`src/rtl/rv_enc_pkg.sv`:
```
// Shared RV32I encoder definitions: format codes, opcode[6:2] values,
// immediate range limits and the NOP word.
package rv_enc_pkg;

    typedef enum logic [2:0] {
        FMT_R   = 3'd0,
        FMT_I   = 3'd1,
        FMT_SH  = 3'd2,
        FMT_S   = 3'd3,
        FMT_B   = 3'd4,
        FMT_U   = 3'd5,
        FMT_J   = 3'd6,
        FMT_RSV = 3'd7
    } fmt_e;

    typedef enum logic [1:0] {
        ST_IDLE = 2'd0,
        ST_RUN  = 2'd1,
        ST_DONE = 2'd2
    } state_e;

    localparam logic [4:0] OP_LUI    = 5'b01101;
    localparam logic [4:0] OP_AUIPC  = 5'b00101;
    localparam logic [4:0] OP_JAL    = 5'b11011;
    localparam logic [4:0] OP_JALR   = 5'b11001;
    localparam logic [4:0] OP_BRANCH = 5'b11000;
    localparam logic [4:0] OP_LOAD   = 5'b00000;
    localparam logic [4:0] OP_STORE  = 5'b01000;
    localparam logic [4:0] OP_OPIMM  = 5'b00100;
    localparam logic [4:0] OP_OP     = 5'b01100;

    localparam int IMM12_MIN = -2048;
    localparam int IMM12_MAX = 2047;
    localparam int IMMB_MIN  = -4096;
    localparam int IMMB_MAX  = 4094;
    localparam int IMMJ_MIN  = -1048576;
    localparam int IMMJ_MAX  = 1048574;
    localparam int SHAMT_MAX = 31;

    localparam logic [31:0] NOP_WORD = 32'h0000_0013;

    function automatic logic [6:0] funct7(input logic f7b5);
        return {1'b0, f7b5, 5'b00000};
    endfunction

endpackage

```
`src/rtl/inst_encoder_imm_pack.sv`:
```
// imm_pack: places immediate bits at their instruction-word positions for a
// given format and flags immediates that do not fit that format.
module imm_pack
    import rv_enc_pkg::*;
(
    input  logic [2:0]  fmt,
    input  logic [31:0] imm,
    output logic [31:0] imm_bits,
    output logic        range_err
);

    logic signed [31:0] simm;

    assign simm = $signed(imm);

    always_comb begin
        imm_bits  = '0;
        range_err = 1'b0;
        case (fmt_e'(fmt))
            FMT_I: begin
                imm_bits[31:20] = imm[11:0];
                range_err       = (simm < IMM12_MIN) || (simm > IMM12_MAX);
            end
            FMT_SH: begin
                imm_bits[24:20] = imm[4:0];
                range_err       = (simm < 0) || (simm > SHAMT_MAX);
            end
            FMT_S: begin
                imm_bits[31:25] = imm[11:5];
                imm_bits[11:7]  = imm[4:0];
                range_err       = (simm < IMM12_MIN) || (simm > IMM12_MAX);
            end
            FMT_B: begin
                imm_bits[31]    = imm[12];
                imm_bits[30:25] = imm[10:5];
                imm_bits[11:8]  = imm[4:1];
                imm_bits[7]     = imm[11];
                range_err       = (simm < IMMB_MIN) || (simm > IMMB_MAX) || imm[0];
            end
            FMT_U: begin
                imm_bits[31:12] = imm[31:12];
                range_err       = |imm[11:0];
            end
            FMT_J: begin
                imm_bits[31]    = imm[20];
                imm_bits[30:21] = imm[10:1];
                imm_bits[20]    = imm[11];
                imm_bits[19:12] = imm[19:12];
                range_err       = (simm < IMMJ_MIN) || (simm > IMMJ_MAX) || imm[0];
            end
            FMT_RSV: begin
                range_err = 1'b1;
            end
            default: begin
                range_err = 1'b0;
            end
        endcase
    end

endmodule

```
`src/rtl/inst_encoder.sv`:
```
// Streaming RV32I instruction encoder with sequential IMEM write addresses.
// Optional ENC_ROUNDTRIP_EN adds a decode-back immediate self-check.
module inst_encoder
    import rv_enc_pkg::*;
#(
    parameter int unsigned ADDR_W    = 10,
    parameter int unsigned BASE_ADDR = 0
) (
    input  logic              clk,
    input  logic              rst_n,
    input  logic              start,
    input  logic              in_valid,
    output logic              in_ready,
    input  logic [2:0]        in_fmt,
    input  logic [4:0]        in_opcode,
    input  logic [4:0]        in_rd,
    input  logic [4:0]        in_rs1,
    input  logic [4:0]        in_rs2,
    input  logic [2:0]        in_funct3,
    input  logic              in_f7b5,
    input  logic [31:0]       in_imm,
    output logic              out_valid,
    input  logic              out_ready,
    output logic [31:0]       out_instr,
    output logic [ADDR_W-1:0] out_addr,
    output logic              out_err,
    output logic              err_sticky,
    output logic              done
);

    state_e            state_q, state_d;
    logic [ADDR_W-1:0] addr_q, addr_d;
    logic              out_valid_q, out_valid_d;
    logic [31:0]       out_instr_q, out_instr_d;
    logic [ADDR_W-1:0] out_addr_q, out_addr_d;
    logic              out_err_q, out_err_d;
    logic              err_sticky_q, err_sticky_d;
    logic              rt_mismatch_q, rt_mismatch_d;

    logic [31:0] imm_bits;
    logic        range_err;
    logic [31:0] word;
    logic        word_rt_mismatch;
    logic        ready_int;
    logic        accept;

    imm_pack u_imm_pack (
        .fmt       (in_fmt),
        .imm       (in_imm),
        .imm_bits  (imm_bits),
        .range_err (range_err)
    );

    always_comb begin
        word = '0;
        case (fmt_e'(in_fmt))
            FMT_R:        word = {funct7(in_f7b5), in_rs2, in_rs1, in_funct3, in_rd, in_opcode, 2'b11};
            FMT_I:        word = {12'b0, in_rs1, in_funct3, in_rd, in_opcode, 2'b11} | imm_bits;
            FMT_SH:       word = {funct7(in_f7b5), 5'b0, in_rs1, in_funct3, in_rd, in_opcode, 2'b11} | imm_bits;
            FMT_S, FMT_B: word = {7'b0, in_rs2, in_rs1, in_funct3, 5'b0, in_opcode, 2'b11} | imm_bits;
            FMT_U, FMT_J: word = {20'b0, in_rd, in_opcode, 2'b11} | imm_bits;
            default:      word = NOP_WORD;
        endcase
    end

`ifdef ENC_ROUNDTRIP_EN
    logic [31:0] rt_imm;
    logic        rt_has_imm;

    always_comb begin
        rt_imm     = '0;
        rt_has_imm = 1'b1;
        case (fmt_e'(in_fmt))
            FMT_I:   rt_imm = {{20{word[31]}}, word[31:20]};
            FMT_SH:  rt_imm = {27'b0, word[24:20]};
            FMT_S:   rt_imm = {{20{word[31]}}, word[31:25], word[11:7]};
            FMT_B:   rt_imm = {{19{word[31]}}, word[31], word[7], word[30:25], word[11:8], 1'b0};
            FMT_U:   rt_imm = {word[31:12], 12'b0};
            FMT_J:   rt_imm = {{11{word[31]}}, word[31], word[19:12], word[20], word[30:21], 1'b0};
            default: rt_has_imm = 1'b0;
        endcase
        word_rt_mismatch = rt_has_imm && !range_err && (rt_imm != in_imm);
    end
`else
    assign word_rt_mismatch = 1'b0;
`endif

    assign ready_int = (state_q == ST_RUN) && (!out_valid_q || out_ready);
    // start wins over a same-cycle accept; the offered bundle stays pending
    assign accept    = in_valid && ready_int && !start;

    always_comb begin
        state_d       = state_q;
        addr_d        = addr_q;
        out_valid_d   = out_valid_q;
        out_instr_d   = out_instr_q;
        out_addr_d    = out_addr_q;
        out_err_d     = out_err_q;
        err_sticky_d  = err_sticky_q;
        rt_mismatch_d = rt_mismatch_q;

        if (out_valid_q && out_ready) begin
            out_valid_d = 1'b0;
        end

        if (start) begin
            state_d       = ST_RUN;
            addr_d        = ADDR_W'(BASE_ADDR);
            err_sticky_d  = 1'b0;
            rt_mismatch_d = 1'b0;
        end else if (accept) begin
            out_valid_d   = 1'b1;
            out_instr_d   = word;
            out_addr_d    = addr_q;
            out_err_d     = range_err;
            rt_mismatch_d = word_rt_mismatch;
            // rt_mismatch is folded into the sticky flag once its word is replaced
            err_sticky_d  = err_sticky_q | rt_mismatch_q | range_err;
            if (addr_q == '1) begin
                state_d = ST_DONE;
            end else begin
                addr_d = addr_q + 1'b1;
            end
        end
    end

    always_ff @(posedge clk or negedge rst_n) begin
        if (!rst_n) begin
            state_q       <= ST_IDLE;
            addr_q        <= '0;
            out_valid_q   <= 1'b0;
            out_instr_q   <= '0;
            out_addr_q    <= '0;
            out_err_q     <= 1'b0;
            err_sticky_q  <= 1'b0;
            rt_mismatch_q <= 1'b0;
        end else begin
            state_q       <= state_d;
            addr_q        <= addr_d;
            out_valid_q   <= out_valid_d;
            out_instr_q   <= out_instr_d;
            out_addr_q    <= out_addr_d;
            out_err_q     <= out_err_d;
            err_sticky_q  <= err_sticky_d;
            rt_mismatch_q <= rt_mismatch_d;
        end
    end

    assign in_ready   = ready_int;
    assign out_valid  = out_valid_q;
    assign out_instr  = out_instr_q;
    assign out_addr   = out_addr_q;
    assign out_err    = out_err_q;
    assign err_sticky = err_sticky_q | rt_mismatch_q;
    assign done       = (state_q == ST_DONE);

endmodule

```
`config.mk`:
```
export PLATFORM = sky130hd
export DESIGN_NAME = inst_encoder
export DESIGN_NICKNAME = d
export VERILOG_FILES = /design/src/rtl/rv_enc_pkg.sv /design/src/rtl/inst_encoder_imm_pack.sv /design/src/rtl/inst_encoder.sv
export SDC_FILE = /design/constraint.sdc
export NUM_CORES = 1
export LEC_CHECK = 0
export BUFFER_PORTS_ARGS = -buffer_cell sky130_fd_sc_hd__buf_2
export CAP_MARGIN = 30
export CORE_MARGIN = 2
export CORE_UTILIZATION = 52
export DETAILED_ROUTE_END_ITERATION = 7
export PLACE_DENSITY = 0.91
export SYNTH_ARGS = -nofsm -noshare
export SYNTH_HDL_FRONTEND = slang
export SYNTH_HIERARCHICAL = 1
export SYNTH_SLANG_ARGS = --single-unit
export TNS_END_PERCENT = 10
```
`constraint.sdc`:
```
create_clock -name clk -period 2.3 [get_ports clk]
set_clock_uncertainty 0.15 [all_clocks]
set_input_delay 0.46 -clock clk [delete_from_list [all_inputs] [get_ports clk]]
set_output_delay 0.46 -clock clk [all_outputs]
set_load 0.02 [all_outputs]
```
* Yosys cells after proc, flatten, opt, wreduce, memory -nomap -nowiden
Cells that the tools add are included.
Widths: inputs -> output; s select.
** Word-level totals
- Input port bits :: 64
- Flip-flop bits (word level) :: 58
- Output and inout port bits :: 47
- Word-level logic and storage cells :: 78
** Operators by class
- Equality and inequality tests :: 11
- Bitwise gates (word level) :: 7
- Reduce and logical (&&, ||, !) cells :: 24
- Muxes and demuxes :: 19
- Add/subtract/negate cells :: 1
- $lt $le $gt $ge :: 8
** Operators with widths (number)
- $pmux 32 s5 :: 1
- $gt 32x12->1 const B :: 1
- $gt 32x13->1 const B :: 1
- $gt 32x21->1 const B :: 1
- $gt 32x6->1 const B :: 1
- $lt 32x1->1 const B :: 1
- $lt 32x12->1 const B :: 1
- $lt 32x13->1 const B :: 1
- $lt 32x21->1 const B :: 1
- $or 12x32->32 :: 1
- $or 20x32->32 :: 1
- $or 25x32->32 :: 1
- $or 31x32->32 :: 1
- $mux 10 :: 3
- $pmux 7 s4 :: 1
- $pmux 5 s3 :: 1
- $eq 3x3->1 const B :: 4
- $reduce_or 12->1 :: 1
- $add 10x1->10 const B :: 1
- $eq 10x10->1 const B :: 1
- $pmux 5 s2 :: 1
- $mux 8 :: 1
- $reduce_or 2->1 :: 4
- $logic_or 1x1->1 :: 7
- 15 further kinds :: 32

* Depth between registers and ports, before layout
Gate-level depths: netlist of run 1.
- Depth after elaboration :: 7
- Mapped depth :: 8
- Mapped depth without buffers :: 7

* Hierarchy
Netlist of run 1, hierarchy kept.
** By module, submodules not included
- inst_encoder :: seq. area each 1401.3 um2, instances 1, area each 2944.1 um2, cells each 304
- imm_pack :: seq. area each 0.0 um2, instances 1, area each 698.2 um2, cells each 116

* Least setup slack after synthesis of run 1
OpenSTA, ideal clock, no wires.
- Path type :: input-to-reg
- Start :: input port in_fmt[1]
- End :: register out_instr_q[12], in the netlist out_instr[12]
- Path slack :: 6 ps
- Data required time :: 2084 ps
- Arrival time :: 2078 ps
- Cell stages on the path :: 8
- Library setup time :: 66 ps
- Buffers on the path :: 1
- Cell sequence :: clkbuf_1 -> nand2b_1 -> a21boi_0 -> and2_1 -> inv_1 -> maj3_1 -> a21oi_1 -> a22o_1
** Between the ends
- Longest elaborated chain between the ends :: 5
- Elaborated cells on any way between the ends :: 15
- Those cells by class :: 6 x eq/ne; 2 x mux; 4 x bitwise; 3 x reduce/logical
** RTL lines
- from (decl) :: RTL line inst_encoder.sv:14 : input logic [2:0] in_fmt,
- $eq 3x3->1 :: RTL line inst_encoder_imm_pack.sv:19 : case (fmt_e'(fmt))
- $reduce_or 2->1 (no source line) (*)
- $mux 8 (*) :: RTL line inst_encoder_imm_pack.sv:19
- named net imm_bits[12] :: RTL line inst_encoder.sv:40 : logic [31:0] imm_bits;
- $or 12x32->32, or another cell as far along :: RTL line inst_encoder.sv:61 : FMT_U, FMT_J: word = {20'b0, in_rd, in_opcode, 2'b11} | imm_bits;
- $pmux 32 s5 (*) :: RTL line inst_encoder.sv:56 : case (fmt_e'(in_fmt))
- to (signal assigned) :: RTL line inst_encoder.sv:141 : out_instr_q <= out_instr_d;
- to (decl) :: RTL line inst_encoder.sv:34 : logic [31:0] out_instr_q, out_instr_d;
Mark *: on every way through the listed nets, which the timed path passes. The rest lies on a longest branch.
A chain may end at the register's enable or synchronous reset.

* Final worst setup path of run 1
- Start :: input port in_imm[7]
- End :: register out_err_q, in the netlist out_err
** Between the ends
- Longest elaborated chain between the ends :: 4
- Elaborated cells on any way between the ends :: 16
- Those cells by class :: 8 x order compare; 1 x mux; 7 x reduce/logical
** RTL lines
- from (decl) :: RTL line inst_encoder.sv:21 : input logic [31:0] in_imm,
- $lt 32x21->1, or another cell as far along :: RTL line inst_encoder_imm_pack.sv:49 : range_err = (simm < IMMJ_MIN) || (simm > IMMJ_MAX) || imm[0];
- $logic_or 1x1->1, on equally long branches (2 in series) :: RTL line inst_encoder_imm_pack.sv:49, inst_encoder_imm_pack.sv:38
- $pmux 1 s6 (*) :: RTL line inst_encoder_imm_pack.sv:19
- named net range_err :: RTL line inst_encoder.sv:41 : logic range_err;
- to (signal assigned) :: RTL line inst_encoder.sv:143 : out_err_q <= out_err_d;
- to (decl) :: RTL line inst_encoder.sv:36 : logic out_err_q, out_err_d;
Marked as above.

==> results of run 1 <==
[report_power, final]
group          internal, mW  leakage, nW  switching [mW]
logic                 0.288         1.36           0.438
clock network         0.324       0.0552           0.326
registers              1.09        0.728          0.0649
[flip-flops by register name (all words and copies together), names as in the netlist]
name,count
out_instr,31
addr_q,10
out_addr,10
state_q,2
err_sticky_q,1
out_err,1
out_valid,1
[worst max-delay path, delay by kind of cell]
| family | cells | cell delay [ns] |
|---|---|---|
| AO/OA/AOI/OAI | 2 | 0.34 |
| AND/OR/NAND/NOR | 3 | 0.94 |
| buffers and inverters | 1 | 0.10 |
| multiplexers | 1 | 0.31 |
[metrics by stage]
stage	instances	setup TNS, ns
after floorplan	422	0
after global placement	607	-0.101
after detailed placement	607	-0.224
after CTS	616	0
final	616	0
after global routing	616	0
[per-layer routing]
metal / global-route usage [%] / up-vias
met5: 0 / -
met4: 7.69 / 0
met3: 2.84 / 14
met2: 42.2 / 141
met1: 33.9 / 1723
li1: - / 1727
[cell type report]
class | count | area (um2) | area share (%)
Clock buffer | 6 | 72.6 | 1.65
Inverter | 31 | 116 | 2.64
Multi-Input combinational cell | 302 | 1910 | 43.4
Tap cell | 80 | 100 | 2.27
Timing Repair Buffer | 139 | 771 | 17.5
Sequential cell | 56 | 1400 | 31.8
Clock inverter | 2 | 35.0 | 0.795
[worst paths after layout]
path | to | startpoint | slack, ns | depth (start not counted)
max in group asynchronous | out_instr[24] | rst_n | 0.85 | 3
min in group asynchronous | out_addr[0] | rst_n | 0.49 | 2
worst max-delay path | out_err | in_imm[7] | 0.19 | 7
worst max register to register | state_q[0] | addr_q[0] | 0.35 | 5
worst min register to register | out_instr[6] | out_instr[6] | 0.33 | 2
worst min-delay path | out_instr[3] | in_opcode[1] | 0.27 | 3
[cell usage in the layout (no fill, tap or decap), types with 2 or more instances in the layout]
master	n
buf_2	110
or3_1	5
o221ai_1	6
and2_1	13
inv_1	31
nand4_2	2
nand3_1	4
buf_4	28
nand3b_1	2
o22ai_1	7
nand2b_1	4
a21oi_1	43
a22o_1	19
conb_1	5
nor4_1	6
a31oi_1	2
o31ai_1	5
nor2b_1	7
nand4_1	7
clkbuf_8	5
mux2_2	11
dfrtp_1	56
o21ai_0	37
or4_1	4
a211oi_1	6
maj3_1	8
nor2_1	16
and3_1	3
nor3_1	7
nand2_1	44
a21o_1	2
mux2i_1	6
[timing repair]
action / in CTS / in global routing
endpoints found under the setup margin: 0 / 0
setup buffers: 0 / 0
hold buffers: 1 / 0
hold endpoints to repair: 21 / 0
==> flow_results.org, run 1 <==
** Run status
- The flow ran to the end, and the final reports show no timing, DRC or antenna violations.

** Floorplan
- In this run the horizontal extent of the chip is 87.5 um.
- Vertical extent of the die :: 87.5 um
- The initial utilization of the core area, before any placement, comes to 53.7%.
- After floorplanning, the core was sized to cover 6760 um2.
- Die Footprint :: approximately 7700 um2
- Placement Rows :: 30
- In this run the count of I/O pins placed on the die edge is 111.

** Worst setup path
- Kind of capture point of the worst setup path :: flip-flop
- Type of the worst setup path :: in -> reg
- Slowest cell delay on critical path :: between 0.5 and 0.6 ns
- The worst setup path is launched from an input pin.
- In this run the worst path has a maximum fanout of 2.
- Arrival time of data at the critical path endpoint :: ~2.2 ns
- Worst-path cell with the longest stage delay :: or4_4
- Data required time of the critical path :: 2.35 ns
- Cell-by-cell listing of the critical path :: buf_2 > or4_4 > nor4_4 > nand2_1 > a21oi_1 > o221ai_1 > mux2_2

** Pwr
- Power Dens Cells :: 574 nW/um2
- Across the VDD grid, the largest voltage drop is 275 uV.
- Pwr Total :: 2.53 mW
- Summed over all cells, the static leakage comes to 2.14 nW.

** Timing
- After layout, the worst setup slack is 0.189 ns.
- The final critical path takes up between 90% and 100% of the cycle.
- The number of max-slew violations in the final report was 0.
- The number of failing hold endpoints at the final stage was 0.
- Endpoints failing setup :: 0
- Setup repair after global routing left no endpoint under its margin.
- Worst slack on hold paths :: 0.268 ns
- Clock period minus final worst setup slack :: 2.11 ns
- Based on the critical path, the design can be clocked at up to 474 MHz.

** Detailed routing
- After detailed routing, the met2 layer carries 4610 um of wire.
- The routed design uses between 400 and 500 um of met3 wire.
- Metal1 wirelength :: 4220 um
- Using the TritonRoute via totals, the vias-per-cell ratio works out to 5.85.
- Via total after detailed routing :: 3605
- DRC Markers :: 0
- First DRT Iteration DRCs :: just over 200
- Top routing layer used :: met4
- Avg WL per Cell :: 15.4 um
- The count of nets left with antenna violations once routing finished came out at 0.
- Before antenna repair, the detailed router went through 4 iterations.
- WL final :: 9460 um

** Global route
- The first global-routing pass estimated 15300 um of wire.
- Across every metal layer, demand over resource in global routing totals 25.0%.
- The number of antenna violations at the first check in global routing came to 0.
- Largest net degree at the start of global routing :: 39
- The number of global-route vias before repair came to 3340.
- The total overflow left after global routing is 0.

** Clocking
- Number of buffers created by CTS :: 5
- Counting along the longest clock path gives a buffer depth of 2.
- After clock tree synthesis, the clock-pin slew on the worst setup and hold paths is around 0.10 ns.
- The root buffer cell chosen for the clock tree is clkbuf_8.
- The clock net in this run drives a total of 56 sinks.
- TritonCTS built the clock tree.
- Post-cts repair resize count :: 0
- In this run the number of H-tree levels came out at 2.
- At the later pin of the worst-skew pair, clock insertion delay measures 0.31 ns.

** Yosys
- Counting every instance in the synthesized netlist gives approximately 420.
- Per-instance average area after synthesis :: between 8 and 9 um2
- Yosys warns :: 6
- Summing every instance area after synthesis gives approximately 3600 um2.

** Final layout
- After routing the design area is between 4000 and 5000 um2.
- Synthesis-to-layout area growth :: 21.6%
- The repair_antennas step left the layout with diodes totalling 0.
- At the end of the flow, the number of nets in the layout was 600.
- Once layout is complete, the utilization of the core stands at about two thirds.
- Cells with a size suffix above 1 make up 31.7% of the layout.
- Counting the fill cells in the layout gives 591.

** Placement
- The count of buffers added on input and output ports is 110.
- Worst slack at placement :: -0.115 ns
- Placed wire-length estimate after detailed placement :: 7260 um
- Final estimated routing congestion in global placement :: roughly 0.94
- The placed instances occupy a cell area of 4290 um2.

** Min path
- The path class of the tightest hold or removal check is in -> reg.

** Run
- Max-cap violations in this run came to 0.
(Power assumes the default switching activity.)
==> run 2, diff against run 1 <==
Clock period 2.3 ns to 2 ns, I/O delays scaled along.
==> run 2 against run 1 <==
- clock-buffer cell count is 1 lower
- final cell count rose by 3.2%
- global-route usage is 1.1 points lower
- register-to-register slack worse by 0.31 ns
- setup slack worse by 0.15 ns
- critical endpoint is now addr_q[4]
- clock power increased by 13%
- combinational power is 21% higher
==> flow_results.org, run 2 (synthesis results as in run 1) <==
** Timing
- Worst slack on hold paths :: 0.216 ns
- Unrepaired setup endpoints after global routing :: yes
- Endpoints failing setup :: 0
- Clock period minus final worst setup slack :: 1.96 ns
- The number of failing hold endpoints at the final stage came to 0.
- Setup slack closes at around 0.04 ns.
- Max Freq :: 510 MHz
- The number of max-slew violations in the final report was 0.
- Crit share post-route :: between 90% and 100%
- Setup total negative slack on the finished layout was measured at 0 ns.

** Pwr
- Total internal power :: 1.99 mW
- In this run the power density over the cells is 636 nW/um2.
- Registers are responsible for 45.0% of the overall power.
- In this run the static leakage power is 2.26 nW.
- Largest voltage drop on the vdd net :: 403 uV
- For this design the total switching power over the nets is 0.949 mW.
- Of the total power, the clock network draws about 25%.
- In this run switching power makes up 32.3% of total power.
- The completed layout was analyzed and its total power is 2.94 mW.
- Part of the power in combinational logic :: between 20 and 30%

** Detailed routing
- The first detailed-routing pass ran for 5 iterations.
- Using the TritonRoute via totals, the vias-per-cell ratio works out to 5.81.
- After detailed routing, no signal wire sits above met4.
- DRC Markers :: 0
- First DRT Iteration DRCs :: 169
- The detail route stage leaves a number of antenna-violating nets equal to 0.
- Avg WL per Cell :: 14.8 um
- In the final routing, the length of wire on met1 measures 3980 um.
- Summed over all nets, wire length on met3 after detailed routing comes to 596 um.
- WL final :: approximately 9400 um
- Detailed routing inserted a total of between 3000 and 4000 vias.
- Met2 wirelength from detailed routing :: 4670 um

** Run
- Max cap viols :: 0

** Min path
- The path class of the tightest hold or removal check is in -> reg.
- Counting instances, the worst hold path has a depth of 3.

** Worst setup path
- Of all nets on the critical path, the largest fanout is 11.
- Cell-by-cell listing of the critical path :: ha_1 > nand4_2 > nor3_2 > buf_4 > or4_1 > a21oi_1
- CP startpoint kind :: flip-flop
- Flop-to-flop setup slack :: 0.04 ns
- STA classifies the critical path endpoint as a flip-flop.
- Data required time of the critical path :: roughly 2.1 ns
- In this design, the stage delay of the slowest critical-path cell is 0.47 ns.
- Arrival time of data at the critical path endpoint :: 2.04 ns
- On the critical path, the stage with the largest delay is an instance of or4_1.
- Type of the worst setup path :: reg -> reg
- The number of cells on the worst reg-to-reg path is 6.

** Final layout
- Max FFs per register :: 31
- Leaving out fill and tap cells, the most frequent cell in the layout is buf_2.
- Final std cells w/o fill :: 636
- In the layout the commonest cells are buf_2, dfrtp_1, buf_4.
- Counting the fill cells in the layout gives around 570.
- Diode count :: 0
- Synthesis-to-layout area growth :: 27.5%
- Total Nets Final :: 620
- Layout cells sized above 1 :: 35.1%

** Floorplan
- The floorplan has 30 rows.
- Count of boundary I/O pins :: approximately 110
- Measured along the x axis, the die boundary spans 87.5 um.
- Vertical extent of the die :: just under 90 um
- The floorplan step defined a die boundary enclosing 7660 um2.
- Initial core utilization :: a little over half
- The total area inside the core boundary comes to 6760 um2.

** Clocking
- Clock Sinks :: 56
- Clock tree from TritonCTS :: yes
- Clock Pin Slew Worst Setup and Hold Paths :: 0.10 ns
- The number of clock buffers added by TritonCTS is 5.
- Clock Latency Late Sink :: 0.30 ns
- Clock tree root buffer cell :: clkbuf_8
- CTS built an H-tree with a depth of 2.
- Post-CTS timing repair inserted 0 buffers for setup.
- Maximum count of clock buffers along a single path :: 2

** Global route
- Overall global routing resource usage :: 24.0%
- Summed over all layers, the global routing overflow is 0.
- Via count of the first global-routing pass :: approximately 3400
- Largest net degree at the start of global routing :: 57
- The first global-routing pass estimated 14900 um of wire.
- Antenna violations before repair :: 0

** Placement
- Timing analysis after detailed placement gives a worst setup slack of -0.328 ns.
- Count of input and output buffers :: 110
- Counting tap cells, the placed design contains a total of 627 instances.
- Placed wire-length estimate after detailed placement :: 7270 um
- Final estimated routing congestion in global placement :: 0.945

** Run status
- Status :: complete, no violations
-- run 2: final timing paths --
kind                                from            end
max in group asynchronous          rst_n      addr_q[1]
hold reg to reg            out_instr[28]  out_instr[28]
hold / removal              in_opcode[4]   out_instr[6]
setup / recovery               addr_q[1]      addr_q[4]
min in group asynchronous          rst_n    out_addr[3]
setup reg to reg               addr_q[1]      addr_q[4]
-- run 2: timing repair --
action / 4_1_cts / 5_1_grt
resized for setup: 0 / 5
endpoints found under the setup margin: 0 / 5
hold buffers: 1 / 0
endpoints found under the hold margin: 56 / 0
-- run 2: final cells by class --
type | count | area (um2) | area share [%]
Clock inverter | 3 | 42.5 | 0.920
Timing Repair Buffer | 159 | 946 | 20.5
Tap cell | 80 | 100 | 2.17
Inverter | 31 | 116 | 2.52
Clock buffer | 5 | 68.8 | 1.49
Multi-Input combinational cell | 302 | 1950 | 42.1
Sequential cell | 56 | 1400 | 30.3
-- run 2: power by group through the flow --
| stage | clock, mW | combinational, mW | sequential (mW) |
|---|---|---|---|
| after floorplan | 0 | 0.362 | 1.49 |
| after global placement | 0 | 0.847 | 1.34 |
| after detailed placement | 0 | 0.872 | 1.35 |
| after CTS | 0.754 | 0.875 | 1.32 |
| after global routing | 0.800 | 0.956 | 1.34 |
| final | 0.735 | 0.880 | 1.32 |
-- run 2: through the flow --
| step | instance area, um2 | utilization (%) |
|---|---|---|
| finish | 4620 | 68.4 |
| floorplan | 3660 | - |
| global route | 4620 | 68.4 |
| CTS | 4600 | 68.1 |
| detailed placement | 4480 | 66.3 |
| global placement | 4480 | 66.3 |
-- run 2: worst max-delay path: cells and delay by family, from the launching register on --
kind,cells,cell delay (ns)
adders and majority gates,1,0.24
and+or+nand+nor,3,0.70
AOI/OAI and AO/OA,1,0.16
DFF,1,0.46
buffers and inverters,1,0.17
-- run 2: per-layer routing --
layer	global-route usage, %	up-vias
met5	0	-
met3	2.65	18
met1	30.6	1754
met2	42.4	157
li1	-	1767
met4	7.41	0
==> run 3, diff against run 2 <==
Settings changed: CTS_CLUSTER_SIZE set to 25, MAX_ROUTING_LAYER set to met4.
Clock period 2 ns to 1.9 ns, I/O delays scaled along.
==> run 3 against run 2 <==
- the flow now finishes with violations (setup timing)
- total power increased by 3.1%
- global-route usage increased by 3.3 points
- combinational power increased by 12%
- setup slack got worse by 0.10 ns
- sequential cell count unchanged
- final cell count increased by 3.0%
- first-iteration DRC count increased by 18%
- worst hold slack got worse by 0.029 ns
- utilization increased by 2.7 points
==> flow_results.org, run 3 (synthesis results as in run 1) <==
** Final layout
- Commonest non-fill, non-tap cells in the layout :: buf_2, buf_4, dfrtp_1
- The area growth from synthesis to layout is 32.6%.
- In the final layout, the share of cells above drive strength 1 is 37.4%.
- Final std cells w/o fill :: 655
- Leaving out fill and tap cells, the most frequent cell in the layout is buf_2.
- Max FFs per register :: 31
- The repair_antennas step left the layout with diodes totalling 0.
- Final Instance Area :: 4810 um2
- In the final design database the tool counted 639 nets.

** Clocking
- The longest clock path from root to sink contains 2 buffers.
- The clock reaches the later pin of the worst-skew pair after between 0.3 and 0.4 ns.
- Number of buffers created by CTS :: 5
- Clock tree from TritonCTS :: yes
- In this run the clock root is driven by a clkbuf_8.
- The clock tree synthesis step divided the H-tree into 2 levels.
- After clock tree synthesis, the clock-pin slew on the worst setup and hold paths is 0.10 ns.
- Clock Sinks :: 56
- Post-CTS timing repair inserted 0 buffers for setup.

** Detailed routing
- DRC Markers :: 0
- Metal1 wirelength :: between 4000 and 5000 um
- Detailed routing placed a total of 4940 um of wire on met2.
- Via total after detailed routing :: 3816
- WL final :: 9910 um
- Detailed Routing Iterations Pass 1 :: 4
- Routed wl met3 :: 615 um
- The first routing iteration left 199 violations.
- Avg WL per Cell :: between 15 and 20 um
- Antenna Violating Nets Remaining :: 0
- In this run the top signal layer used is met4.
- Dividing the detail-routed via count by the number of cells gives a little under 6.

** Pwr
- Total internal power :: 2.01 mW
- The worst-case IR drop observed on VDD is ~380 uV.
- In this run, the clock network consumes 21.6% of the power.
- The share of total power dissipated in combinational logic is 32.4%.
- Pwr Total :: a little over 3 mW
- In this run the power density over the cells is between 600 and 700 nW/um2.
- In this run the static leakage power is 2.37 nW.
- Sequential cells account for between 40% and 50% of the total power.
- Net switching component of the power :: 1.02 mW
- Sw Share :: 33.8%

** Timing
- Crit share post-route :: 103%
- Final sum of negative setup slack :: -0.0769 ns
- Timing would allow up to 510 MHz.
- Count of endpoints failing hold in the final timing report :: 0
- Unrepaired setup endpoints after global routing :: yes
- The number of max-slew violations in the final report was 0.
- Across all hold checks on the routed design, the worst slack comes to 0.187 ns.
- In the post-route analysis, the smallest setup slack over all paths is -0.0611 ns.
- Setup violations remaining at the end of the flow were counted as 2.
- The routed design could run at a clock period as short as 1.96 ns.

** Run status
- The flow ran to the end, but the final reports show violations.
- The checks that failed: setup timing.

** Global route
- Antenna violations before repair :: 0
- In the global route stage, overall resource usage came out at a little over a quarter.
- Via count of the first global-routing pass :: roughly 3700
- Summed over all layers, the global routing overflow is 0.
- Largest net degree at the start of global routing :: 57
- The first global-routing pass estimated 16300 um of wire.

** Placement
- Placed wire-length estimate after detailed placement :: 7620 um
- Count of input and output buffers :: 110
- Placed inst area :: between 4000 and 5000 um2
- The congestion estimate from routability-driven global placement came to 0.922.
- Total placed cells including tap cells :: 646

** Worst setup path
- Critical path startpoint :: in_imm[7]
- For the worst setup path, the data arrival time is 2.02 ns.
- Critical-path maximum fanout :: 2
- Reg2Reg Launch Point :: addr_q[0]
- Worst-path cell with the longest stage delay :: or4_4
- For the worst setup path, the data required time is 1.95 ns.
- Walking the worst path, the cells encountered are buf_6 > or4_4 > nor4_4 > nand2_1 > a21oi_2 > o221ai_2 > mux2_4.
- Worst path buffer plus inverter count :: 1
- Slowest cell delay on critical path :: 0.55 ns
- Family with the most delay on the worst path :: simple AND/OR/NAND/NOR gates
- Flop-to-flop setup slack :: 0.07 ns
- The critical path in this run is classified as in -> reg.
- STA classifies the critical path endpoint as a flip-flop.
- Counting cells, the worst reg-to-reg path comes to 6.
- In this run the critical register-to-register path is captured at addr_q[4].
- The worst setup path is launched from an input pin.

** Floorplan
- Pin placement for this block handled 111 I/O pins.
- The die is roughly 90 um wide.
- Initial core utilization :: 53.7%
- Die Footprint :: ~7700 um2
- In this run the vertical extent of the chip is just under 90 um.
- Core region area :: roughly 6800 um2
- Placement Rows :: 30

** Min path
- Hold Path Origin :: in_opcode[3]
- In this run the worst hold path is classified as in -> reg.
- Worst hold path depth :: 3
- Endpoint, Worst Hold :: out_instr[5]

** Run
- The tool flagged a number of max-cap violations equal to 0.
[run 3: cell type report]
class	count	area, um2
timing repair buffer	178	1140
inverter	31	116
fill	543	1950
clock inverter	2	16.3
sequential	56	1400
clock buffer	6	72.6
tap	80	100
multi-input combinational	302	1960
[run 3: per-layer routing]
metal | track usage, % | up-vias
met5 | - | -
met4 | 10.2 | 0
met3 | 3.89 | 23
met2 | 45.7 | 171
met1 | 33.1 | 1824
li1 | - | 1798
[run 3: per-stage QoR]
step                worst slack, ns  utilization [%]
floorplan                    -0.172                -
global placement             -0.341             69.1
detailed placement           -0.423             69.1
CTS                         -0.0114             70.8
global route                -0.0882             71.2
finish                      -0.0611             71.2
[run 3: worst register-to-register path, cell delays in order, from the launching register on]
cell and delay [ns]:
dfrtp_1 0.40, ha_1 0.26, nand4_4 0.10, nor3_2 0.07, buf_12 0.14, or4_1 0.48, a21oi_1 0.16
[run 3: repair_timing]
item | CTS | global route
setup endpoints to repair | 2 | 16
pin swaps | 3 | 1
endpoints found under the hold margin | 56 | 0
resized for setup | 3 | 4
hold buffers | 1 | 0
[run 3: power by group through the flow]
stage	sequential, mW	clock, mW	combinational [mW]
6_report	1.39	0.656	0.982
5_1_grt	1.41	0.719	1.07
3_3_place_gp	1.41	0	0.936
2_1_floorplan	1.57	0	0.381
4_1_cts	1.39	0.673	0.977
3_5_place_dp	1.42	0	0.969
[run 3: how the worst max path moves through the flow]
stage,to,slack [ns],cells after the start
detailed placement,out_err,-0.42,7
global route,out_err,-0.09,7
global placement,out_err,-0.34,7
floorplan,out_err,-0.17,7
finish,out_err,-0.06,7
CTS,out_err,-0.01,7
